==> config.mk <==
export PLATFORM = sky130hd
export DESIGN_NAME = hamming74_serial_rx_flat
export DESIGN_NICKNAME = d
export VERILOG_FILES = /design/src/rtl/hamming74_serial_rx_if.sv /design/src/rtl/hamming74_serial_rx.sv /design/src/flat_wrapper.sv
export SDC_FILE = /design/constraint.sdc
export NUM_CORES = 1
export LEC_CHECK = 0
export CAP_MARGIN = 5
export CELL_PAD_IN_SITES_DETAIL_PLACEMENT = 1
export CELL_PAD_IN_SITES_GLOBAL_PLACEMENT = 1
export CORE_UTILIZATION = 35
export CTS_BUF_LIST = sky130_fd_sc_hd__clkbuf_8
export DETAILED_ROUTE_END_ITERATION = 10
export GPL_TIMING_DRIVEN = 0
export MAX_ROUTING_LAYER = met4
export PLACE_DENSITY = 0.72
export SYNTH_ARGS = -nofsm -noshare
export SYNTH_HDL_FRONTEND = slang
export SYNTH_SLANG_ARGS = --single-unit
==> constraint.sdc <==
create_clock -name clk -period 2.3 [get_ports clk]
set_clock_uncertainty 0.1 [all_clocks]
set_input_delay 0.46 -clock clk [delete_from_list [all_inputs] [get_ports clk]]
set_output_delay 0.46 -clock clk [all_outputs]
set_load 0.03 [all_outputs]
==> src/rtl/hamming74_serial_rx_if.sv <==
// ---------------------------------------------------------------------------
// hamming74_serial_rx_if
//   Channel-side bundle of the serial Hamming(7,4) receiver.
//   master : channel source / consumer (drives frame_start, serial_in)
//   slave  : the receiver (drives decoded results and the re-serialised data)
//
//   frame_start  : high with codeword position 1
//   serial_in    : one channel bit per cycle
//   data_out     : decoded {d1,d2,d3,d4}, d1 at bit 3
//   data_valid   : one-cycle pulse when data_out/syndrome/err_flag update
//   syndrome     : {s4,s2,s1} of the last frame
//   err_flag     : syndrome != 0 for the last frame
//   serial_out   : re-serialised data bits
//   serial_valid : high while serial_out carries a data bit
//   frame_abort  : one-cycle pulse when a partial frame was discarded
// ---------------------------------------------------------------------------
interface hamming74_serial_rx_if;
    logic       frame_start;
    logic       serial_in;
    logic [3:0] data_out;
    logic       data_valid;
    logic [2:0] syndrome;
    logic       err_flag;
    logic       serial_out;
    logic       serial_valid;
    logic       frame_abort;

    modport master (
        output frame_start, serial_in,
        input  data_out, data_valid, syndrome, err_flag,
               serial_out, serial_valid, frame_abort
    );

    modport slave (
        input  frame_start, serial_in,
        output data_out, data_valid, syndrome, err_flag,
               serial_out, serial_valid, frame_abort
    );
endinterface

==> src/rtl/hamming74_serial_rx.sv <==
// ---------------------------------------------------------------------------
// hamming74_serial_rx
//   Deserialises one 7-bit Hamming(7,4) codeword per frame (position 1
//   first, order p1 p2 d1 p4 d2 d3 d4), computes the syndrome, optionally
//   corrects the addressed bit, presents the 4 data bits in parallel and
//   shifts them out again on serial_out over the following 4 cycles.
//
//   Parameters
//     EN_CORRECT    : 1 = flip the bit addressed by the syndrome
//     MSB_FIRST_OUT : 1 = serial_out starts with data_out[3]
//
//   Ports
//     clk   : system clock, rising edge
//     rst_n : asynchronous active-low reset
//     rx    : channel bundle (slave side), see hamming74_serial_rx_if
// ---------------------------------------------------------------------------
module hamming74_serial_rx #(
    parameter bit EN_CORRECT    = 1'b1,
    parameter bit MSB_FIRST_OUT = 1'b1
) (
    input  logic                    clk,
    input  logic                    rst_n,
    hamming74_serial_rx_if.slave    rx
);

    localparam int SER_BITS = 4;

    typedef enum logic {
        IDLE  = 1'b0,
        SHIFT = 1'b1
    } state_t;

    state_t        state, state_nxt;
    logic [2:0]    cnt, cnt_nxt;       // bits of the current frame already held
    logic [5:0]    sh, sh_nxt;         // c1..c6, c1 ends up at bit 5
    logic          done, abort;

    // Decode path (combinational, evaluated in the cycle carrying c7)
    logic [6:0]    code;               // c1 at bit 6 .. c7 at bit 0
    logic [7:1]    c, cc;              // indexed by codeword position
    logic [2:0]    syn;
    logic [3:0]    dec;
    logic [3:0]    ser_load;

    // Output registers
    logic [3:0]          data_q;
    logic                dv_q;
    logic [2:0]          syn_q;
    logic                err_q;
    logic                abort_q;
    logic [SER_BITS-1:0] ser_sh;
    logic [SER_BITS-1:0] vld_pipe;

    // ------------------------------------------------------------------
    // Receive FSM: state register
    // ------------------------------------------------------------------
    always_ff @(posedge clk or negedge rst_n) begin
        if (!rst_n) begin
            state <= IDLE;
            cnt   <= 3'd0;
            sh    <= 6'd0;
        end else begin
            state <= state_nxt;
            cnt   <= cnt_nxt;
            sh    <= sh_nxt;
        end
    end

    // ------------------------------------------------------------------
    // Receive FSM: next state. A frame_start while shifting restarts the
    // frame with the current bit as c1, including the cycle that would
    // otherwise carry c7.
    // ------------------------------------------------------------------
    always_comb begin
        state_nxt = state;
        cnt_nxt   = cnt;
        sh_nxt    = sh;
        done      = 1'b0;
        abort     = 1'b0;
        case (state)
            IDLE: begin
                if (rx.frame_start) begin
                    sh_nxt    = {5'd0, rx.serial_in};
                    cnt_nxt   = 3'd1;
                    state_nxt = SHIFT;
                end
            end
            SHIFT: begin
                if (rx.frame_start) begin
                    abort   = 1'b1;
                    sh_nxt  = {5'd0, rx.serial_in};
                    cnt_nxt = 3'd1;
                end else if (cnt == 3'd6) begin
                    // serial_in is c7: the frame is complete this cycle
                    done      = 1'b1;
                    sh_nxt    = 6'd0;
                    cnt_nxt   = 3'd0;
                    state_nxt = IDLE;
                end else begin
                    sh_nxt  = {sh[4:0], rx.serial_in};
                    cnt_nxt = cnt + 3'd1;
                end
            end
            default: state_nxt = IDLE;
        endcase
    end

    // ------------------------------------------------------------------
    // Syndrome and correction on the complete codeword {c1..c6, c7}
    // ------------------------------------------------------------------
    assign code = {sh, rx.serial_in};
    assign c    = {code[0], code[1], code[2], code[3], code[4], code[5], code[6]};

    assign syn[0] = c[1] ^ c[3] ^ c[5] ^ c[7];
    assign syn[1] = c[2] ^ c[3] ^ c[6] ^ c[7];
    assign syn[2] = c[4] ^ c[5] ^ c[6] ^ c[7];

    // A parity-position syndrome flips a parity bit only, so data is
    // unaffected while err_flag still reports the hit.
    always_comb begin
        cc = c;
        for (int i = 1; i <= 7; i++) begin
            cc[i] = c[i] ^ (EN_CORRECT && (syn == 3'(i)));
        end
    end

    assign dec      = {cc[3], cc[5], cc[6], cc[7]};
    assign ser_load = MSB_FIRST_OUT ? dec : {dec[0], dec[1], dec[2], dec[3]};

    // ------------------------------------------------------------------
    // Output registers. The shifter is loaded with the first bit already
    // on top, so serial_out carries data in the same cycle as data_valid.
    // Zeros shift in behind, which keeps serial_out low once drained.
    // ------------------------------------------------------------------
    always_ff @(posedge clk or negedge rst_n) begin
        if (!rst_n) begin
            data_q   <= 4'd0;
            dv_q     <= 1'b0;
            syn_q    <= 3'd0;
            err_q    <= 1'b0;
            abort_q  <= 1'b0;
            ser_sh   <= '0;
            vld_pipe <= '0;
        end else begin
            dv_q    <= done;
            abort_q <= abort;
            if (done) begin
                data_q   <= dec;
                syn_q    <= syn;
                err_q    <= |syn;
                ser_sh   <= ser_load;
                vld_pipe <= '1;
            end else begin
                ser_sh   <= {ser_sh[SER_BITS-2:0], 1'b0};
                vld_pipe <= {vld_pipe[SER_BITS-2:0], 1'b0};
            end
        end
    end

    assign rx.data_out     = data_q;
    assign rx.data_valid   = dv_q;
    assign rx.syndrome     = syn_q;
    assign rx.err_flag     = err_q;
    assign rx.frame_abort  = abort_q;
    assign rx.serial_out   = ser_sh[SER_BITS-1];
    assign rx.serial_valid = vld_pipe[SER_BITS-1];

endmodule

==> src/flat_wrapper.sv <==
// flat-port wrapper written by rule: the top's interface ports become plain ports
module hamming74_serial_rx_flat 
#(
    parameter bit EN_CORRECT    = 1'b1,
    parameter bit MSB_FIRST_OUT = 1'b1
)
  (clk, rst_n, rx_frame_start, rx_serial_in, rx_data_out, rx_data_valid, rx_syndrome, rx_err_flag, rx_serial_out, rx_serial_valid, rx_frame_abort);
  hamming74_serial_rx_if rx_i ();
  input  logic clk;
  input  logic rst_n;
  input wire logic [$bits(rx_i.frame_start)-1:0] rx_frame_start;
  input wire logic [$bits(rx_i.serial_in)-1:0] rx_serial_in;
  output wire logic [$bits(rx_i.data_out)-1:0] rx_data_out;
  output wire logic [$bits(rx_i.data_valid)-1:0] rx_data_valid;
  output wire logic [$bits(rx_i.syndrome)-1:0] rx_syndrome;
  output wire logic [$bits(rx_i.err_flag)-1:0] rx_err_flag;
  output wire logic [$bits(rx_i.serial_out)-1:0] rx_serial_out;
  output wire logic [$bits(rx_i.serial_valid)-1:0] rx_serial_valid;
  output wire logic [$bits(rx_i.frame_abort)-1:0] rx_frame_abort;
  assign rx_i.frame_start = rx_frame_start;
  assign rx_i.serial_in = rx_serial_in;
  assign rx_data_out = rx_i.data_out;
  assign rx_data_valid = rx_i.data_valid;
  assign rx_syndrome = rx_i.syndrome;
  assign rx_err_flag = rx_i.err_flag;
  assign rx_serial_out = rx_i.serial_out;
  assign rx_serial_valid = rx_i.serial_valid;
  assign rx_frame_abort = rx_i.frame_abort;
  hamming74_serial_rx #(.EN_CORRECT(EN_CORRECT), .MSB_FIRST_OUT(MSB_FIRST_OUT)) u_core (.clk(clk), .rst_n(rst_n), .rx(rx_i));
endmodule
==> results.json, run 1 <==
{
  "status": "complete, no violations",
  "grt_max_degree": 28,
  "final_max_slew_viol_count": 0,
  "yosys_warnings": 0,
  "grt_pass1_vias": 815,
  "fill_cells": 361,
  "cp_cell_sequence": "clkdlybuf4s50_1 -> xor2_2 -> or3_1 -> a21oi_2 -> mux2_4 -> o21a_1",
  "port_buffers": 15,
  "syn-cell-area_um2": 1160,
  "critPathBufInv": 1,
  "slew-limit-headroom": 0.596,
  "fp.coreArea_um2": 3100,
  "cts_max_path_buffers": 2,
  "finish.instance_area_um2": 1450,
  "grt_pass1_wl_um": 3890,
  "worst_path_max_delay_cell": "clkdlybuf4s50_1",
  "yosysMostFrequentCell": "dfrtp_1",
  "wl_per_cell_um": 13.7,
  "vias": 781,
  "cpPeakStageDelay_ns": 0.62,
  "p_seq_frac": 0.476,
  "cts_tree": "done",
  "synthToLayoutAreaGrowth_pct": 24.7,
  "final_util": 0.466,
  "synth_edf_count": 0,
  "grt_overflow_total": 0,
  "vdd_ir_drop_max_uv": 212,
  "dp_slack_ns": -0.240,
  "period_minus_slack_ns": 2.22,
  "p_per_area_nw_per_um2": 833,
  "rsz0062_at_grt": "no",
  "clkSinkCount": 27,
  "syn_nets": 104,
  "synth.distinct_cells": 27,
  "pwr-share-comb": 0.305,
  "synth_top_area_frac": 0.583,
  "antenna_left": 0,
  "layout-drive-gt1-share": 0.133,
  "cap_viol_max_count": 0,
  "grt_usage": 0.159,
  "fin_ws_ns": 0.0774,
  "vias_per_cell": 4.76,
  "total_power_mw": 1.21,
  "crit_fanout": 6,
  "place_congestion": 0.735,
  "io_pins": 16,
  "dp_hpwl_um": 1660,
  "antenna_found_initial": 0,
  "rows": 20,
  "synthTopCellsByCount": "dfrtp_1, nor2_1, a21oi_1",
  "synth_top_area_cell": "dfrtp_1",
  "start_util": 0.374,
  "cp_top_family": "buffers and inverters",
  "clock_latency_ns": 0.27,
  "yosys-top-cells-area": "dfrtp_1, a21oi_1, a22o_1",
  "root_buffer": "clkbuf_8",
  "hold_path_class": "reg -> reg",
  "hold_viol": 0,
  "synth-seq-area-share": 0.583,
  "placed_area_um2": 1370,
  "fmax_ghz": 0.450,
  "route.detailed.drc": 0,
  "power.leakage_nw": 0.639,
  "arrival_ns": 2.29,
  "p_clk_frac": 0.219,
  "tightestPinTransition_ns": 0.604,
  "die_h_um": 59.6,
  "path_clk_slew_ns": 0.09,
  "die_w_um": 59.6,
  "cts_hold_buf": 0,
  "post_synth.cell_area_avg_um2": 11.6,
  "finalSetupViolations": 0,
  "async_flop_share": 1.00,
  "period_share": 0.966,
  "timing_worst_setup_path_type": "in -> reg",
  "firstDrtPassIters": 2,
  "fp.dieArea_um2": 3550,
  "cp-end-kind": "flop",
  "power.switching_mw": 0.391,
  "num_antenna_cells": 0,
  "ys.flop_type": "dfrtp_1",
  "nets": 125,
  "drt-total-wl_um": 2250,
  "crit_required_ns": 2.37,
  "critPathLaunchType": "input port",
  "p_int_mw": 0.814,
  "drtIter0Drc": 39,
  "synthCells": 100,
  "sw_frac_of_total": 0.324,
  "timing.hold.ws_ns": 0.343,
  "htree_levels": 1,
  "synth_seq_cells": 27,
  "cts_inserted_buffers": 3
}
[worst paths after layout]
check / startpoint / end / slack, ns / cells after the start
max: rx_serial_in / u_core.ser_sh[3] / 0.08 / 6
min: u_core.vld_pipe[2] / u_core.vld_pipe[3] / 0.34 / 1
max reg2reg: u_core.sh[0] / u_core.ser_sh[3] / 0.34 / 5
min reg2reg: u_core.vld_pipe[2] / u_core.vld_pipe[3] / 0.34 / 1
max in group asynchronous: rst_n / u_core.rx.syndrome[1] / 1.15 / 2
min in group asynchronous: rst_n / u_core.vld_pipe[1] / 0.46 / 1
[power groups by stage]
stage | Combinational (mW) | Clock, mW | Sequential, mW
4_1_cts | 0.366 | 0.275 | 0.575
3_3_place_gp | 0.357 | 0 | 0.580
3_5_place_dp | 0.364 | 0 | 0.585
2_1_floorplan | 0.117 | 0 | 0.683
6_report | 0.367 | 0.264 | 0.574
5_1_grt | 0.397 | 0.290 | 0.583
[area by class of cell]
class	count	area (um^2)	share of cell area
buffer	3	12.5	0.00865
clock buffer	3	41.3	0.0285
clock inverter	1	3.75	0.00260
inverter	1	3.75	0.00260
multi-input combinational	69	477	0.330
sequential	27	676	0.467
tap	44	55.1	0.0381
timing repair buffer	16	178	0.123
[worst reg2reg max path, stage by stage, from the launching register on]
cell and delay (ns):
dfrtp_1 0.46, xor3_2 0.51, xor2_2 0.20, a21oi_2 0.16, mux2_4 0.32, o21a_1 0.11
[per-stage QoR]
step,cells,setup TNS [ns]
CTS,163,0
global route,164,0
floorplan,100,0
global placement,159,-1.35
detailed placement,159,-1.80
finish,164,0
[state kept, by name, indices dropped and copies added (netlist names)]
name	cells
u_core.rx.err_flag	1
u_core.state	1
u_core.cnt	3
u_core.rx.syndrome	3
u_core.ser_sh	4
u_core.sh	6
u_core.vld_pipe	4
u_core.rx.frame_abort	1
u_core.rx.data_out	4
[repair_timing]
item / 4_1_cts / 5_1_grt
buffers inserted: 0 / 0
endpoints found under the hold margin: 0 / 0
gates resized for setup: 0 / 1
endpoints found under the setup margin: 0 / 9
[cell usage in the layout (no fill, tap or decap), types with 2 or more instances in the layout]
master	Yosys	final
nor2_1	13	13
xnor2_1	4	4
dfrtp_1	27	27
nand2b_1	2	2
nand2_1	5	5
o21ai_0	2	2
a22o_1	6	6
a21oi_1	11	11
xor2_1	4	4
or2_2	3	3
clkbuf_1	2	2
nor3_1	2	2
nand3_1	3	3
o21a_1	2	2
clkbuf_8	0	3
xor2_2	2	2
clkdlybuf4s50_1	0	15
[per-layer routing]
| metal | track usage | vias up | wire [um] | part of all wire |
|---|---|---|---|---|
| li1 | - | 377 | - | - |
| met1 | 0.194 | 387 | 1010 | 0.45 |
| met2 | 0.249 | 12 | 1130 | 0.50 |
| met3 | 0.0328 | 5 | 60 | 0.027 |
| met4 | 0.0797 | 0 | 44 | 0.020 |
| met5 | - | - | 0 | 0 |
[kinds of logic after synthesis]
logic type,after synthesis,synth area share
multiplexers,3,0.0313
buffers and inverters,4,0.0140
AND/OR/NAND/NOR,33,0.140
flip-flops,27,0.583
XOR/XNOR,11,0.110
AO/OA/AOI/OAI,22,0.122
Power figures use the tool's default switching activity.
==> run 2: changes to the inputs <==
- DONT_BUFFER_PORTS: not set -> 1
- PLACE_DENSITY: 0.72 -> not set
- PLACE_DENSITY_LB_ADDON: not set -> 0.1
- TNS_END_PERCENT: not set -> 1
==> run 2 against run 1 <==
Final cell count decreased by 8.5%. Critical path depth decreased by 1. Sequential power increased by 19%.
==> results.json, run 2 (synthesis results as in run 1) <==
{
  "status": "complete, no violations",
  "num_antenna_cells": 0,
  "fp.dieArea_um2": 3550,
  "rows": 20,
  "vias_per_cell": 4.91,
  "hold_viol": 0,
  "grt_usage": 0.153,
  "cts_tree": "done",
  "antenna_found_initial": 0,
  "crit_required_ns": 2.37,
  "die_h_um": 59.6,
  "io_pins": 16,
  "hold_path_class": "in -> reg",
  "grt_pass1_wl_um": 3750,
  "antenna_left": 0,
  "route.detailed.drc": 0,
  "cts_resized": 0,
  "grt_pass1_vias": 796,
  "fmax_ghz": 0.512,
  "finish.instance_area_um2": 1290,
  "period_minus_slack_ns": 1.95,
  "fin_cells": 150,
  "rsz0062_at_grt": "no",
  "wl_per_cell_um": 14.1,
  "timing_worst_setup_path_type": "reg -> reg",
  "grt_max_degree": 28,
  "arrival_ns": 2.02,
  "cap_viol_max_count": 0,
  "cts_hold_buf": 2,
  "drt-total-wl_um": 2120,
  "p_per_area_nw_per_um2": 851,
  "final_max_slew_viol_count": 0,
  "power.leakage_nw": 0.578,
  "nets": 111,
  "start_util": 0.374,
  "slew-limit-headroom": 0.588,
  "root_buffer": "clkbuf_8",
  "cp-end-kind": "flop",
  "regMostFlops": "u_core.sh",
  "vdd_ir_drop_max_uv": 226,
  "grt_overflow_total": 0,
  "cts_inserted_buffers": 3,
  "layout_commonest_cell": "dfrtp_1",
  "dp_hpwl_um": 1470,
  "port_buffers": 0,
  "clkSinkCount": 27,
  "critPathLaunchType": "flop",
  "synthToLayoutAreaGrowth_pct": 11.5,
  "vias": 737,
  "die_w_um": 59.6,
  "dpl.cell_count": 144,
  "placed_area_um2": 1210,
  "path_clk_slew_ns": 0.09,
  "htree_levels": 1,
  "largest_reg_flops": 6,
  "final_cell_mix": "dfrtp_1, nor2_1, a21oi_1, a22o_1, nand2_1",
  "tightestPinTransition_ns": 0.612,
  "layout-drive-gt1-share": 0.160,
  "finalSetupViolations": 0,
  "clock_latency_ns": 0.27,
  "post_cts_buffers": 0,
  "cts_max_path_buffers": 2,
  "crit_fanout": 5,
  "firstDrtPassIters": 4,
  "drtIter0Drc": 23,
  "period_share": 0.849,
  "place_congestion": 0.777,
  "tns_ns": 0,
  "fp.coreArea_um2": 3100
}
==> run 2: cell types whose count changed in the layout (fill, tap and decap cells not counted), sizes merged <==
cell and delta:
dlygate4sd3 +1, clkinvlp +1, clkdlybuf4s50 -15, inv -1
==> run 2: final timing paths <==
| check | start | end | slack, ns | depth (start not counted) |
|---|---|---|---|---|
| setup / recovery | u_core.sh[0] | u_core.ser_sh[3] | 0.35 | 5 |
| hold / removal | rx_frame_start | u_core.cnt[2] | 0.14 | 1 |
| setup reg to reg | u_core.sh[0] | u_core.ser_sh[3] | 0.35 | 5 |
| hold reg to reg | u_core.vld_pipe[1] | u_core.vld_pipe[2] | 0.35 | 1 |
| max in group asynchronous | rst_n | u_core.sh[1] | 1.41 | 2 |
| min in group asynchronous | rst_n | u_core.vld_pipe[2] | 0.54 | 2 |
==> run 2: routing by layer <==
layer | vias to the layer above | wire [um] | GRT usage
li1 | 351 | - | -
met1 | 367 | 956 | 0.184
met2 | 15 | 1030 | 0.239
met3 | 4 | 80 | 0.0306
met4 | 0 | 55 | 0.0897
met5 | - | 0 | -
==> run 2: metrics by stage <==
stage,worst slack (ns),hold WS (ns),power (mW),util
finish,0.346,0.137,1.10,0.417
global route,0.127,0.124,1.17,0.417
CTS,0.324,0.125,1.13,0.417
detailed placement,0.341,0.0649,0.831,0.392
global placement,0.345,0.0650,0.824,0.392
floorplan,0.484,0.0644,0.799,-
==> run 2: critical path, cell delays in order (launching register included) <==
cell	delay, ns
dfrtp_1	0.48
xor3_2	0.51
xor2_2	0.19
a21oi_2	0.14
mux2_4	0.32
o21a_1	0.11
==> run 2: final cells by class <==
type,instances,area [um^2]
fillers,363,1810
flip-flops and latches,27,676
multi-input cells,69,468
well taps,44,55.1
clock buffers,3,41.3
repair buffers,2,30.0
plain buffers,3,12.5
clock inverters,1,7.51
inverters,1,3.75
==> run 2: where the power goes <==
group	switching [mW]	internal, mW
Clock	0.147	0.123
Sequential	0.147	0.535
Combinational	0.0792	0.0699
Total	0.373	0.728
==> run 3: changes to the inputs <==
- clock period: 2.3 -> 1.6 ns (I/O delays scaled with it)
==> run 3 against run 2 <==
The flow now finishes with violations (negative setup slack). Maximum frequency grew 6.2%. Non-clock buffer count grew 5. Sequential power grew 44%. Critical path depth is the same. Die area is the same.
==> results.json, run 3 (synthesis results as in run 1) <==
{
  "fin_cells": 155,
  "cts_max_path_buffers": 2,
  "vias": 752,
  "wl_per_cell_um": 14.1,
  "finalSetupViolations": 9,
  "timing_worst_setup_path_type": "reg -> reg",
  "die_h_um": 59.6,
  "firstDrtPassIters": 3,
  "antenna_left": 0,
  "slew-limit-headroom": 0.707,
  "layout_commonest_cell": "dfrtp_1",
  "total_power_mw": 1.60,
  "finish.instance_area_um2": 1370,
  "final_util": 0.443,
  "start_util": 0.374,
  "cap_viol_max_count": 0,
  "crit_required_ns": 1.67,
  "period_share": 1.15,
  "crit_fanout": 5,
  "critPathLaunchType": "flop",
  "root_buffer": "clkbuf_8",
  "drt-total-wl_um": 2190,
  "layout-drive-gt1-share": 0.261,
  "seq_area_um2": 681,
  "nets": 116,
  "power.leakage_nw": 0.611,
  "dp_hpwl_um": 1480,
  "largest_reg_flops": 6,
  "final_max_slew_viol_count": 0,
  "cts_tree": "done",
  "num_antenna_cells": 0,
  "io_pins": 16,
  "hold_path_class": "in -> reg",
  "fp.coreArea_um2": 3100,
  "hold_viol": 0,
  "tns_ns": -1.35,
  "endpoint": "u_core.ser_sh[3]",
  "dp_slack_ns": -0.356,
  "vdd_ir_drop_max_uv": 589,
  "rsz0062_at_grt": "yes",
  "regMostFlops": "u_core.sh",
  "rrSetupSlack_ns": -0.24,
  "path_clk_slew_ns": 0.09,
  "r2r.worst_path.cells": 5,
  "period_minus_slack_ns": 1.84,
  "fp.dieArea_um2": 3550,
  "place_congestion": 0.803,
  "dpl.cell_count": 144,
  "vias_per_cell": 4.85,
  "fill_cells": 346,
  "htree_levels": 1,
  "grt_pass1_wl_um": 3780,
  "regToRegEndpoint": "u_core.ser_sh[3]",
  "failed_checks": "negative setup slack",
  "clock_latency_ns": 0.27,
  "grt_overflow_total": 0,
  "tightestPinTransition_ns": 0.437,
  "grt_pass1_vias": 807,
  "route.detailed.drc": 0,
  "port_buffers": 0,
  "final_cell_mix": "dfrtp_1, nor2_1, a21oi_1, a22o_1, nand2_1",
  "drtIter0Drc": 9,
  "fmax_ghz": 0.543,
  "rows": 20,
  "arrival_ns": 1.91,
  "p_per_area_nw_per_um2": 1170,
  "grt_usage": 0.158,
  "grt_max_degree": 28,
  "fin_ws_ns": -0.240,
  "cp-end-kind": "flop",
  "die_w_um": 59.6,
  "timing.hold.ws_ns": 0.0658,
  "multi_input_comb_area_um2": 489,
  "crit_start": "u_core.sh[0]",
  "clkSinkCount": 27,
  "regToRegStartpoint": "u_core.sh[0]",
  "antenna_found_initial": 0,
  "status": "complete, but fails checks",
  "placed_area_um2": 1210,
  "cts_inserted_buffers": 3,
  "synthToLayoutAreaGrowth_pct": 18.4
}
[run 3: layout make-up]
class	count	area share
clock inverters	1	0.00546
plain buffers	3	0.0191
repair buffers	7	0.0510
flip-flops and latches	27	0.495
inverters	1	0.00273
clock buffers	3	0.0301
well taps	44	0.0401
multi-input cells	69	0.356
[run 3: per-layer routing]
layer / vias up / track usage / part of all wire
met5: - / - / 0
met1: 370 / 0.196 / 0.47
met4: 0 / 0.0698 / 0.019
li1: 363 / - / -
met2: 14 / 0.236 / 0.47
met3: 5 / 0.0524 / 0.044
[run 3: worst min path at each step]
stage	start	end	slack, ns	cells after the start
floorplan	rst_n	u_core.cnt[0]	-0.08	0
finish	rx_frame_start	u_core.cnt[0]	0.07	2
CTS	rx_frame_start	u_core.rx.frame_abort	0.06	1
global route	rx_frame_start	u_core.rx.frame_abort	0.05	1
global placement	rst_n	u_core.vld_pipe[2]	-0.08	0
detailed placement	rst_n	u_core.vld_pipe[2]	-0.07	0
[run 3: worst max-delay path, cell delays in order, from the launching register on]
cell	delay, ns
dfrtp_2	0.41
xor3_2	0.48
xor2_2	0.20
a21oi_2	0.14
mux2_4	0.32
o21a_1	0.11
[run 3: repair_timing]
| action | 4_1_cts | 5_1_grt |
|---|---|---|
| endpoints found under the setup margin | 13 | 11 |
| endpoints found under the hold margin | 29 | 0 |
| pin swaps | 1 | 0 |
| gates resized for setup | 12 | 0 |
| hold buffers | 3 | 0 |
| buffers inserted | 4 | 0 |
[run 3: report_power, final]
part	internal, mW	switching (mW)	total, mW	leakage, nW
Combinational	0.112	0.121	0.233	0.249
Clock	0.177	0.211	0.388	0.0217
Sequential	0.770	0.211	0.982	0.340
